$ cat config.mk
export PLATFORM = sky130hd
export DESIGN_NAME = serial_subtractor_ctrl
export DESIGN_NICKNAME = d
export VERILOG_FILES = /design/src/rtl/serial_subtractor_ctrl.sv
export SDC_FILE = /design/constraint.sdc
export NUM_CORES = 1
export LEC_CHECK = 0
export ABC_AREA = 1
export CAP_MARGIN = 10
export CORE_MARGIN = 5
export CORE_UTILIZATION = 56
export DETAILED_ROUTE_END_ITERATION = 8
export HOLD_SLACK_MARGIN = 0.1
export PLACE_DENSITY = 0.85
export SKIP_CTS_REPAIR_TIMING = 1
export SYNTH_ARGS = -nofsm -noshare
export SYNTH_HDL_FRONTEND = slang
export SYNTH_SLANG_ARGS = --single-unit
$ cat constraint.sdc
create_clock -name clk -period 3.8 [get_ports clk]
set_input_delay 0.76 -clock clk [delete_from_list [all_inputs] [get_ports clk]]
set_output_delay 0.76 -clock clk [all_outputs]
set_load 0.05 [all_outputs]
$ cat src/rtl/serial_subtractor_ctrl.sv
// Bit-serial unsigned subtractor: one full-subtract cell reused per bit.
// Ports: clk, rst, start, a, b -> busy, done, d, borrow_out.

module halfsubtractor (
  input  logic x,
  input  logic y,
  output logic diff,
  output logic borrow
);
  assign diff   = x ^ y;
  assign borrow = ~x & y;
endmodule

module serial_subtractor_ctrl #(
  parameter int WIDTH = 8
) (
  input  logic             clk,
  input  logic             rst,
  input  logic             start,
  input  logic [WIDTH-1:0] a,
  input  logic [WIDTH-1:0] b,
  output logic             busy,
  output logic             done,
  output logic [WIDTH-1:0] d,
  output logic             borrow_out
);

  localparam int CW = $clog2(WIDTH) + 1;

  typedef enum logic [1:0] {
    IDLE,
    RUN,
    DONE
  } state_t;

  state_t          state;
  logic [WIDTH-1:0] areg;
  logic [WIDTH-1:0] breg;
  logic [WIDTH-1:0] rreg;
  logic [CW-1:0]    cnt;
  logic             brw;

  logic             d1;
  logic             borrow1;
  logic             dbit;
  logic             borrow2;
  logic             next_brw;
  logic [WIDTH-1:0] dvec;
  logic [WIDTH-1:0] nxt_r;
  logic             last;

  halfsubtractor hs1 (
    .x     (areg[0]),
    .y     (breg[0]),
    .diff  (d1),
    .borrow(borrow1)
  );

  halfsubtractor hs2 (
    .x     (d1),
    .y     (brw),
    .diff  (dbit),
    .borrow(borrow2)
  );

  assign next_brw = borrow1 | borrow2;
  assign last     = (cnt == CW'(WIDTH - 1));

  // New bit enters at the MSB; after WIDTH steps bit i is at i.
  always_comb begin
    dvec            = '0;
    dvec[WIDTH-1]   = dbit;
    nxt_r           = (rreg >> 1) | dvec;
  end

  always_ff @(posedge clk or posedge rst) begin
    if (rst) begin
      state      <= IDLE;
      areg       <= '0;
      breg       <= '0;
      rreg       <= '0;
      cnt        <= '0;
      brw        <= 1'b0;
      busy       <= 1'b0;
      done       <= 1'b0;
      d          <= '0;
      borrow_out <= 1'b0;
    end else begin
      unique case (state)
        IDLE: begin
          done <= 1'b0;
          if (start) begin
            areg  <= a;
            breg  <= b;
            rreg  <= '0;
            brw   <= 1'b0;
            cnt   <= '0;
            busy  <= 1'b1;
            state <= RUN;
          end
        end
        RUN: begin
          rreg <= nxt_r;
          areg <= areg >> 1;
          breg <= breg >> 1;
          brw  <= next_brw;
          cnt  <= cnt + CW'(1);
          if (last) begin
            d          <= nxt_r;
            borrow_out <= next_brw;
            busy       <= 1'b0;
            done       <= 1'b1;
            state      <= DONE;
          end
        end
        DONE: begin
          done  <= 1'b0;
          state <= IDLE;
        end
        default: begin
          busy  <= 1'b0;
          done  <= 1'b0;
          state <= IDLE;
        end
      endcase
    end
  end

endmodule

==> results.py <==
metrics = {
    "global_route": {
        "antenna_found_initial": 0,
        "track_usage_pct": 16.2,
        "grt_max_degree": 42,
        "grt_pass1_wl_mm": 5.32,
        "grt_overflow": 0,
        "grt_pass1_vias": 1208,
    },
    "critical_path": {
        "critPathMaxFanout": 2,
        "critical-path-max-stage-delay_ns": 0.80,
        "cp-start-kind": "flop",
        "crit_type": "flop to output pin",
        "path_buf_inv": 1,
        "end_kind": "output pin",
        "cp_slowest_cell": "clkdlybuf4s50_1",
        "arrival_ns": 1.52,
        "rrSetupSlack_ns": 2.12,
        "crit_chain": "clkdlybuf4s50_1",
        "required_ns": 3.04,
        "cpLargestDelayFamily": "buffers and inverters",
    },
    "sta": {
        "post-route-period-util_pct": 60.1,
        "hold_ws_ns": 0.480,
        "finClkSkew_ns": 0.00978,
        "hold_viol": 0,
        "setup_viol": 0,
        "finalSetupTns_ns": 0,
        "slew_violations": 0,
        "fmax_mhz": 438,
        "rsz0062_at_grt": "no",
        "period_minus_slack_ns": 2.28,
        "max_slew_margin_pct": 40.7,
        "worst_pin_slew_ns": 0.888,
    },
    "synthesis": {
        "synth.area.top_cells": "dfrtp_1 57%, nand2_1 13%, nand3_1 13%",
        "postSynthAreaPerCell_um2": 8.93,
        "netlist.area_leader.share_pct": 57.5,
        "yosysTopAreaCell": "dfrtp_1",
        "syn_nets": 221,
        "yosysSeqAreaShare_pct": 57.5,
        "syn_inst": 200,
        "synth_cell_types": 21,
        "ys_ff_latch": 41,
        "yosysWarnings": 0,
        "syn_area_um2": 1790,
    },
    "finish": {
        "fillerInstances": 261,
        "final_cell_mix": "64 x nand2_1, 46 x nand3_1, 41 x dfrtp_1, 29 x clkdlybuf4s50_1, 12 x inv_1",
        "final_common_cell": "nand2_1",
        "final_cells": 271,
        "diodes": 0,
        "nNetsFinal": 248,
        "synthToLayoutAreaGrowth_pct": 18.9,
        "layout-drive-gt1-share_pct": 7.05,
    },
    "placed_design": {
        "hpwl_mm": 2.13,
        "routabilityCongestion": 0.783,
        "dp_cells": 264,
        "port-buffer-count": 29,
    },
    "route": {
        "via_per_inst": 5.11,
        "dr.first_iter.drc_count": 78,
        "dr_wl_met3_um": 220,
        "routed.top_layer": "met4",
        "vias": 1385,
        "final_antenna_net_count": 0,
        "met2_length_mm": 1.45,
        "wl_mm": 3.14,
        "drt_pass1_iterations": 5,
        "route.layer.met1.wl_mm": 1.43,
        "drcViolationCount": 0,
        "wl_per_cell_um": 11.6,
    },
    "floorplanning": {
        "die_area_um2": 4420,
        "rows": 20,
        "die_h_um": 66.5,
        "core_area_um2": 3050,
        "dieWidth_um": 66.5,
        "io_pins": 30,
        "initial_core_util_pct": 58.5,
    },
    "power": {
        "power_w": 0.00175,
        "p_comb_share_pct": 45.4,
        "p_sw_share_pct": 44.0,
        "total_leakage_power_nw": 1.05,
        "irDropWorstVdd_v": 0.000305,
        "seqPwrFrac_pct": 42.3,
        "p_sw_w": 0.000771,
        "power_density_nw_per_um2": 826,
        "p_int_w": 0.000982,
        "clockPowerShare_pct": 12.3,
    },
    "flow_run": {
        "drv_cap": 0,
    },
    "cts": {
        "clk_latency_ns": 0.34,
        "clockBufferDepth": 2,
        "cts_inserted_buffers": 5,
        "htree_levels": 2,
        "cts_tree": "yes",
        "cts-root-buf": "clkbuf_4",
        "cts.sinks": 41,
        "path_clk_slew_ns": 0.11,
    },
    "hold_path": {
        "hp-class": "flop to flop",
    },
    "run_status": {
        "status": "finished clean",
    },
}
registers in the layout, indices dropped and copies added (netlist names):
| signal | flops |
|---|---|
| areg | 8 |
| borrow_out | 1 |
| breg | 8 |
| brw | 1 |
| busy | 1 |
| cnt | 4 |
| d | 8 |
| done | 1 |
| rreg | 7 |
| state | 2 |
logic make-up after synthesis:
group	synth area share, %
buffers and inverters	7.08
AOI/OAI and AO/OA	3.08
and+or+nand+nor	30.6
DFF	57.5
adders and majority gates	1.82
power groups by stage:
stage / sequential (W) / combinational (W) / clock, W
global route: 0.000768 / 0.000883 / 0.000238
global placement: 0.000742 / 0.000786 / 0
CTS: 0.000742 / 0.000807 / 0.000221
finish: 0.000741 / 0.000797 / 0.000216
detailed placement: 0.000751 / 0.000805 / 0
floorplan: 0.000920 / 0.000441 / 0
cells in the mapped netlist, drive strengths merged:
cell type,number
ha,1
buf,10
o21ai,5
nand3b,1
nand3,47
nand2,67
a21oi,1
dfrtp,41
o22ai,4
nand4,1
inv,15
fa,1
nor2,6
layout make-up:
class	count	area, µm²	share of cell area [%]
timing repair buffer	30	298	14.0
tap	44	55.1	2.59
clock buffer	7	55.1	2.59
inverter	15	56.3	2.65
sequential	41	1030	48.3
multi-input combinational	134	633	29.8
final timing paths:
kind	start	end	cells after the start
max in group asynchronous	rst	areg[3]$_DFFE_PP0P_	3
min reg2reg	d[7]$_DFFE_PP0P_	d[7]$_DFFE_PP0P_	2
max	d[4]$_DFFE_PP0P_	d[4]	1
max reg2reg	cnt[0]$_DFFE_PP0P_	d[5]$_DFFE_PP0P_	6
min in group asynchronous	rst	breg[4]$_DFFE_PP0P_	3
min	d[7]$_DFFE_PP0P_	d[7]$_DFFE_PP0P_	2
layer usage:
layer  vias to the layer above  GRT usage, %
li1                        696             -
met1                       642          20.9
met2                        40          25.4
met3                         7          4.05
met4                         0          7.61
met5                         -             0
metrics by stage:
step	area (µm²)	setup WS, ns	utilization, %
after detailed placement	2070	1.71	67.7
after CTS	2120	1.49	69.5
final	2120	1.52	69.5
after global placement	2070	1.76	67.7
after floorplan	1790	2.09	-
after global routing	2120	1.46	69.5
Power figures use the tool's default switching activity.
